==> src/rtl/store_buffer.sv <==
// store_buffer: word-store FIFO between the MEM stage and DataMem.
// Stores retire into a circular buffer and drain one per cycle whenever the
// single DataMem port is not taken by a missing load. Loads search every
// pending entry: partial byte overlaps stall, exact hits may be forwarded.
// Optional feature macro: STORE_BUF_FWD_EN (youngest exact-hit forwarding).
// Without it, any hit or overlap stalls the load until those entries drain.
module store_buffer #(
   parameter int DEPTH  = 4,
   parameter int ADDR_W = 32,
   parameter int DATA_W = 32
) (
   input  logic                     clk,
   input  logic                     rst_n,
   input  logic                     st_valid,
   input  logic [ADDR_W-1:0]        st_addr,
   input  logic [DATA_W-1:0]        st_data,
   output logic                     st_ready,
   input  logic                     ld_valid,
   input  logic [ADDR_W-1:0]        ld_addr,
   output logic [DATA_W-1:0]        ld_data,
   output logic                     ld_stall,
   output logic                     mem_we,
   output logic [ADDR_W-1:0]        mem_addr,
   output logic [DATA_W-1:0]        mem_wdata,
   input  logic [DATA_W-1:0]        mem_rdata,
   output logic                     sb_empty,
   output logic [$clog2(DEPTH):0]   sb_count
);

   localparam int PTR_W = $clog2(DEPTH);

   logic [ADDR_W-1:0] addr_q [DEPTH];
   logic [DATA_W-1:0] data_q [DEPTH];
   logic [PTR_W-1:0]  head_q, head_d;
   logic [PTR_W-1:0]  tail_q, tail_d;
   logic [PTR_W:0]    count_q, count_d;

   logic [DEPTH-1:0]  valid_w;
   logic [DEPTH-1:0]  hit_w;
   logic [DEPTH-1:0]  ovl_w;
   logic              any_hit, any_ovl, miss, drain, push;

   // Per-entry search: an entry is live when its distance from head is below
   // count; overlap uses wrap-around differences in both directions so that
   // byte ranges straddling the top of the address space are still caught.
   generate
      for (genvar gi = 0; gi < DEPTH; gi++) begin : g_entry
         logic [PTR_W-1:0]  age;
         logic [ADDR_W-1:0] diff_fwd, diff_bwd;
         assign age          = PTR_W'(gi) - head_q;
         assign valid_w[gi]  = {1'b0, age} < count_q;
         assign diff_fwd     = ld_addr - addr_q[gi];
         assign diff_bwd     = addr_q[gi] - ld_addr;
         assign hit_w[gi]    = valid_w[gi] && (addr_q[gi] == ld_addr);
         assign ovl_w[gi]    = valid_w[gi] && (addr_q[gi] != ld_addr) &&
                               ((diff_fwd < ADDR_W'(4)) || (diff_bwd < ADDR_W'(4)));
      end
   endgenerate

   assign any_hit  = |hit_w;
   assign any_ovl  = |ovl_w;
   assign miss     = !any_hit && !any_ovl;
   assign st_ready = (count_q != (PTR_W+1)'(DEPTH));
   assign push     = st_valid && st_ready;
   // A missing load owns the DataMem port; hit or stalled loads leave it free.
   assign drain    = (count_q != '0) && !(ld_valid && miss);

`ifdef STORE_BUF_FWD_EN
   logic [DATA_W-1:0] fwd_data;

   // Walk oldest to youngest so the last match written is the youngest one.
   always_comb begin
      fwd_data = '0;
      for (int k = 0; k < DEPTH; k++) begin
         if (hit_w[head_q + PTR_W'(k)]) begin
            fwd_data = data_q[head_q + PTR_W'(k)];
         end
      end
   end

   assign ld_stall = ld_valid && any_ovl;
   assign ld_data  = (any_hit && !any_ovl) ? fwd_data : mem_rdata;
`else
   assign ld_stall = ld_valid && (any_hit || any_ovl);
   assign ld_data  = mem_rdata;
`endif

   assign mem_we    = drain;
   assign mem_addr  = (drain || !ld_valid) ? addr_q[head_q] : ld_addr;
   assign mem_wdata = data_q[head_q];
   assign sb_empty  = (count_q == '0);
   assign sb_count  = count_q;

   // Pointer and occupancy next state from push/drain handshakes.
   always_comb begin
      head_d  = head_q;
      tail_d  = tail_q;
      count_d = count_q;
      if (drain) begin
         head_d = head_q + 1'b1;
      end
      if (push) begin
         tail_d = tail_q + 1'b1;
      end
      case ({push, drain})
         2'b10:   count_d = count_q + 1'b1;
         2'b01:   count_d = count_q - 1'b1;
         default: count_d = count_q;
      endcase
   end

   // Pointer/count registers; reset discards every pending store.
   always_ff @(posedge clk) begin
      if (!rst_n) begin
         head_q  <= '0;
         tail_q  <= '0;
         count_q <= '0;
      end else begin
         head_q  <= head_d;
         tail_q  <= tail_d;
         count_q <= count_d;
      end
   end

   // Entry storage; contents are meaningless until counted as live.
   always_ff @(posedge clk) begin
      if (push) begin
         addr_q[tail_q] <= st_addr;
         data_q[tail_q] <= st_data;
      end
   end

endmodule

==> config.mk <==
export PLATFORM = sky130hd
export DESIGN_NAME = store_buffer
export DESIGN_NICKNAME = d
export VERILOG_FILES = /design/src/rtl/store_buffer.sv
export SDC_FILE = /design/constraint.sdc
export NUM_CORES = 1
export LEC_CHECK = 0
export ABC_AREA = 1
export CELL_PAD_IN_SITES_DETAIL_PLACEMENT = 0
export CELL_PAD_IN_SITES_GLOBAL_PLACEMENT = 1
export CORE_UTILIZATION = 30
export CTS_CLUSTER_DIAMETER = 120
export DETAILED_ROUTE_END_ITERATION = 10
export PLACE_DENSITY = 0.7
export SLEW_MARGIN = 15
export SYNTH_ARGS = -nofsm -noshare
export SYNTH_HDL_FRONTEND = slang
export SYNTH_SLANG_ARGS = --single-unit
==> constraint.sdc <==
create_clock -name clk -period 4.1 [get_ports clk]
set_input_delay 0.615 -clock clk [delete_from_list [all_inputs] [get_ports clk]]
set_output_delay 0.615 -clock clk [all_outputs]
set_load 0.005 [all_outputs]
==> flow_summary.yaml, run 1 <==
synthesis:
  syn_area_um2: 29810
  yosysSeqAreaShare: 0.2639
  synth_edf_count: 256
  syn_nets: 5390
  synth_cell_type_count: 41
  ys_ff_latch: 265
  async_flop_share: 0
  dominantRegCellSynth: "edfxtp_1"
  syn_area_per_cell_um2: 5.963
  ys_warn_count: 0
  synthCells: 5000
pwr:
  power.share.switching: 0.4374
  vdd_ir_drop_max_v: 0.0005646
  p_int_uw: 8591
  seqPwrFrac: 0.225
  p_sw_uw: 6679
  clkPwrFrac: 0.189
  p_total_uw: 15270
  powerDensity_nw_per_um2: 341.6
  combPwrFrac: 0.586
  p_leak_uw: 0.02307
floorplanning:
  rows: 115
  die_y_um: 317.3
  core-area_um2: 98420
  design.die.area_um2: 100600
  ios: 235
  die_w_um: 317.3
  initial_core_util: 0.3029
timing:
  hold_viol: 0
  drv_slew: 0
  finalSetupViolCount: 36
  setup_slack_ns: -0.5991
  maxSlewHeadroom: 0.5194
  hold_ws_ns: 0.5317
  period_minus_slack_ns: 4.699
  finalClockSkew_ns: 0.01771
  worst_pin_slew_ns: 0.7192
  rsz0062_at_grt: "yes"
  fin_crit_sh: 1.146
  fmax_ghz: 0.2128
setup_path:
  crit_top_cell: "nand2_1"
  cp_max_fo: 6
  crit_slowest_cell: "edfxtp_1"
  critical-path-max-stage-delay_ns: 0.42
  critPathCaptureType: "primary output"
  cp_data_required_time_ns: 3.48
  worstSetupStartpoint: "addr_q[3][7]$_DFFE_PP_"
  critPathArrivalTime_ns: 4.08
  crit_type: "register to primary output"
  cp-start-kind: "register"
  cp_num_buf_inv: 10
  critical-path-top-delay-family: "simple AND/OR/NAND/NOR gates"
  reg2reg_from: "addr_q[3][7]$_DFFE_PP_"
global_route:
  track_usage: 0.2940
  grt_start_max_net_pins: 65
  grt_pass1_wl_um: 217300
  grt_overflow: 0
  grt_pass1_vias: 33110
  antenna_found_initial: 9
drt:
  drtAntennaViolNets: 0
  routedWlPerCell_um: 20.73
  first_pass_iters: 6
  drc_errors: 0
  num_vias: 35050
  wirelength_um: 151200
  routed_via_density: 4.806
  drt_iter0_markers: 3009
clocking:
  clk_path_buf_depth: 3
  clkTransAtPathRegs_ns: 0.06
  cts_tree: "done"
  numCtsBuffers: 31
  clock_latency_ns: 0.61
  cts-root-buf: "clkbuf_16"
  postCtsHoldBufs: 0
  htree_num_levels: 1
  clock-sinks: 265
cells_and_area:
  layoutNonFillerInstCount: 7292
  diodes: 0
  syn_to_final_growth_pct: 49.94
  layout.nets: 6372
  drive_above_1_share: 0.3032
  stdcell_area_um2: 44710
  final_core_utilization: 0.4542
place:
  dp_hpwl_um: 127800
  gp_congestion: 0.9980
  dpl_cell_area_um2: 38870
  port_buffers: 170
  dp.cells: 7143
job:
  drv_cap: 0
min_path:
  min_from: "tail_q[1]$_SDFFE_PN0P_"
  hold_path.class: "register to register"
outcome:
  outcome: "complete, but fails checks"
  violations: "negative setup slack"
placed cells by master, fill, tap and decap left out, types with 109 or more instances in the layout:
| cell | instances |
|---|---|
| nand2_2 | 281 |
| ha_1 | 133 |
| o21ai_0 | 109 |
| nand2_1 | 1699 |
| buf_4 | 792 |
| inv_1 | 884 |
| a21oi_1 | 198 |
| edfxtp_1 | 256 |
| nor2_1 | 280 |
| nand3_1 | 262 |
flip-flops by register name (all words and copies together) (netlist names), named ones only:
| register | count |
|---|---|
| sb_count | 3 |
| tail_q | 2 |
| data_q | 128 |
| head_q | 2 |
| addr_q | 128 |
routing by layer:
| layer | track usage | part of all wire | up-vias |
|---|---|---|---|
| met4 | 0.06786 | 0.027 | 18 |
| met5 | 0 | 0.00073 | - |
| li1 | - | - | 17480 |
| met3 | 0.04761 | 0.078 | 193 |
| met1 | 0.4198 | 0.46 | 16110 |
| met2 | 0.4603 | 0.43 | 1242 |
per-stage QoR:
stage | setup TNS, ns | setup slack, ns
floorplan | 0 | 0.1487
global placement | -64.93 | -1.770
detailed placement | -63.31 | -1.735
CTS | -17.08 | -0.5438
global route | -25.93 | -0.7606
finish | -19.61 | -0.5991
Yosys cell counts (7+ instances only):
cell type     n  area (um2)
a21o_1        9       67.56
nand3_1     335        1677
inv_1       957        3592
nand2_1    2020        7582
buf_4        34       255.2
nand4_1      93       581.8
nor3_1        7       35.03
buf_2        20       100.1
o21a_1        8       60.06
dfxtp_1       9       180.2
nor2_1      387        1453
inv_2         7       26.28
clkbuf_1     45       168.9
o21bai_1     23       172.7
a21oi_1     279        1396
o21ai_0     119       595.6
edfxtp_1    256        7687
ha_1        257        3216
clkinv_1      7       26.28
nor2_2       26       162.7
xor2_1       34       297.8
o22ai_1      35       219.0
path summary, 6_finish.rpt:
kind                                                  to  slack [ns]  cells past startpoint
worst min register to register    tail_q[1]$_SDFFE_PN0P_        0.53                      2
worst min-delay path              tail_q[1]$_SDFFE_PN0P_        0.53                      2
worst max-delay path                        mem_addr[14]       -0.60                     29
worst max register to register  sb_count[2]$_SDFFE_PN0P_       -0.33                     35
worst min-delay path: stages, from the launching register on:
cell and delay [ns]:
dfxtp_1 0.32, inv_1 0.09, a21oi_1 0.07
cell type report:
type	instances	area, um2
Clock buffer	36	794.5
Sequential cell	265	7871
Inverter	971	3700
Clock inverter	20	244.0
Multi-Input combinational cell	3659	21560
Fill cell	10460	53710
Timing Repair Buffer	1054	8926
Tap cell	1287	1610
cells by family (layout without fill, tap and decap cells):
| logic type | Yosys count | in the layout | share of synthesized area |
|---|---|---|---|
| buffers and inverters | 1077 | 2081 | 0.1415 |
| AND/OR/NAND/NOR | 2884 | 2885 | 0.3898 |
| AO/OA/AOI/OAI | 480 | 480 | 0.08569 |
| adder cells (fa/ha/maj) | 258 | 258 | 0.1085 |
| XOR/XNOR | 36 | 36 | 0.01058 |
| flip-flops | 265 | 265 | 0.2639 |
power by group through the flow:
stage / clock network (uW) / logic (uW) / registers (uW)
after floorplan: 0 / 3740 / 3420
after global placement: 0 / 7730 / 3460
after detailed placement: 0 / 7700 / 3470
after CTS: 2900 / 8550 / 3430
after global routing: 3010 / 9670 / 3460
final: 2880 / 8950 / 3440
what timing repair did:
item,CTS,global route
setup endpoints to repair,41,37
gates resized for setup,1006,296
gates cloned,5,0
pin swaps,170,138
setup buffers,63,29
No activity file was read; power rests on OpenSTA's default activity.
==> run 2: changes to the inputs <==
--- a/config.mk
+++ b/config.mk
@@ -12,6 +12,7 @@
 export CTS_CLUSTER_DIAMETER = 120
 export DETAILED_ROUTE_END_ITERATION = 10
 export PLACE_DENSITY = 0.7
+export SETUP_SLACK_MARGIN = 0.02
 export SLEW_MARGIN = 15
 export SYNTH_ARGS = -nofsm -noshare
 export SYNTH_HDL_FRONTEND = slang
==> run 2 against run 1 <==
Against the previous run: the flow still finishes with violations (negative setup slack); wire length hardly changed; sequential share of layout area did not move; global-route usage unchanged.
==> flow_summary.yaml, run 2 (synthesized netlist as in run 1, its figures left out) <==
min_path:
  hold_depth: 2
  hold_path.class: "register to register"
timing:
  worst_pin_slew_ns: 0.7215
  setup_slack_ns: -0.6411
  finalSetupViolCount: 37
  drv_slew: 0
  period_minus_slack_ns: 4.741
  rsz0062_at_grt: "yes"
  fin_tns_setup_ns: -21.03
  hold_viol: 0
  maxSlewHeadroom: 0.5179
  finalClockSkew_ns: 0.01269
  fmax_ghz: 0.2109
  fin_crit_sh: 1.156
setup_path:
  critical-path-max-stage-delay_ns: 0.28
  cp_data_required_time_ns: 3.48
  crit_top_cell: "nand2_1"
  crit_slowest_cell: "ha_4"
  critPathCaptureType: "primary output"
  cp_max_fo: 6
  cp_num_cells: 28
  crit_type: "input port to primary output"
  cp-start-kind: "input port"
  cp_num_buf_inv: 9
  critical-path-top-delay-family: "simple AND/OR/NAND/NOR gates"
  critPathArrivalTime_ns: 4.13
  rr_worst_depth: 31
global_route:
  grt_pass1_vias: 33110
  grt_pass1_wl_um: 217300
  track_usage: 0.2940
  grt_start_max_net_pins: 65
  antenna_found_initial: 9
  grt_overflow: 0
clocking:
  clk_path_buf_depth: 3
  clock-sinks: 265
  clock_latency_ns: 0.61
  clkTransAtPathRegs_ns: 0.06
  htree_num_levels: 1
  cts-root-buf: "clkbuf_16"
  cts_tree: "done"
  numCtsBuffers: 31
cells_and_area:
  most-common-layout-cells: "1702 x nand2_1, 885 x inv_1, 793 x buf_4, 280 x nor2_1, 278 x nand2_2"
  diodes: 0
  final_core_utilization: 0.4542
  layout_commonest_cell: "nand2_1"
  layout.nets: 6373
  drive_above_1_share: 0.3027
  nFillCells: 10460
  syn_to_final_growth_pct: 49.94
drt:
  routed_via_density: 4.799
  num_vias: 35000
  drtAntennaViolNets: 0
  drc_errors: 0
  first_pass_iters: 5
  routedWlPerCell_um: 20.72
  drt_iter0_markers: 2923
  wirelength_um: 151100
place:
  gp_congestion: 0.9980
  dp_hpwl_um: 127800
  post-place-ws_ns: -1.735
  port_buffers: 170
floorplanning:
  core-area_um2: 98420
  initial_core_util: 0.3029
  die_w_um: 317.3
  ios: 235
  die_y_um: 317.3
  design.die.area_um2: 100600
  rows: 115
outcome:
  outcome: "complete, but fails checks"
  violations: "negative setup slack"
pwr:
  vdd_ir_drop_max_v: 0.0005646
  powerDensity_nw_per_um2: 341.6
  p_leak_uw: 0.02308
job:
  drv_cap: 0
-- run 2: changes by cell type in the layout (fill, tap and decap cells not counted) --
cell	previous run	this run
nand2_2	281	278
inv_2	62	61
buf_4	792	793
nand2_1	1699	1702
inv_1	884	885
-- run 2: metrics by stage --
| stage | instances | cell area (um2) | hold slack (ns) | power [uW] |
|---|---|---|---|---|
| final | 7293 | 44710 | 0.5308 | 15270 |
| after global routing | 7293 | 44710 | 0.5729 | 16130 |
| after CTS | 7264 | 43460 | 0.5366 | 14890 |
| after detailed placement | 7143 | 38870 | 0.5273 | 11170 |
| after global placement | 7143 | 38870 | 0.5128 | 11190 |
| after floorplan | 5000 | 29810 | 0.4897 | 7157 |
-- run 2: layout make-up --
cell class              count  area, um2  share of cell area
multi-input cells        3659      21550              0.4821
well taps                1287       1610             0.03602
flip-flops and latches    265       7871              0.1761
inverters                 971       3700             0.08276
repair buffers           1055       8934              0.1998
clock buffers              36      794.5             0.01777
clock inverters            20      244.0            0.005458
-- run 2: worst min-delay path, stage by stage (launching register included) --
cell and delay (ns):
dfxtp_1 0.32, inv_1 0.09, a21oi_1 0.07
-- run 2: layer usage --
layer	vias up	wire length [um]	share of wire	GRT usage
met4	18	4117	0.027	0.06786
met5	-	111	0.00073	0
li1	17500	-	-	-
met1	16100	70710	0.47	0.4198
met3	194	11220	0.074	0.04761
met2	1190	64970	0.43	0.4603
-- run 2: what timing repair did --
action | CTS | global route
gates cloned | 5 | 0
buffers inserted | 63 | 29
hold buffers | 0 | 0
pin swaps | 170 | 133
resized for setup | 1006 | 292
endpoints found under the setup margin | 41 | 37
-- run 2: worst paths after layout --
kind / startpoint / to / slack [ns]
setup reg to reg: addr_q[0][12]$_DFFE_PP_ / sb_count[2]$_SDFFE_PN0P_ / -0.36
hold / removal: tail_q[1]$_SDFFE_PN0P_ / tail_q[1]$_SDFFE_PN0P_ / 0.53
hold reg to reg: tail_q[1]$_SDFFE_PN0P_ / tail_q[1]$_SDFFE_PN0P_ / 0.53
setup / recovery: ld_addr[12] / mem_addr[26] / -0.64
-- run 2: power breakdown --
part           switching (uW)  internal (uW)  total [uW]  leakage, uW
registers                 185           3250        3440      0.00242
clock network            1230           1650        2880     0.000496
logic                    5260           3680        8950       0.0202
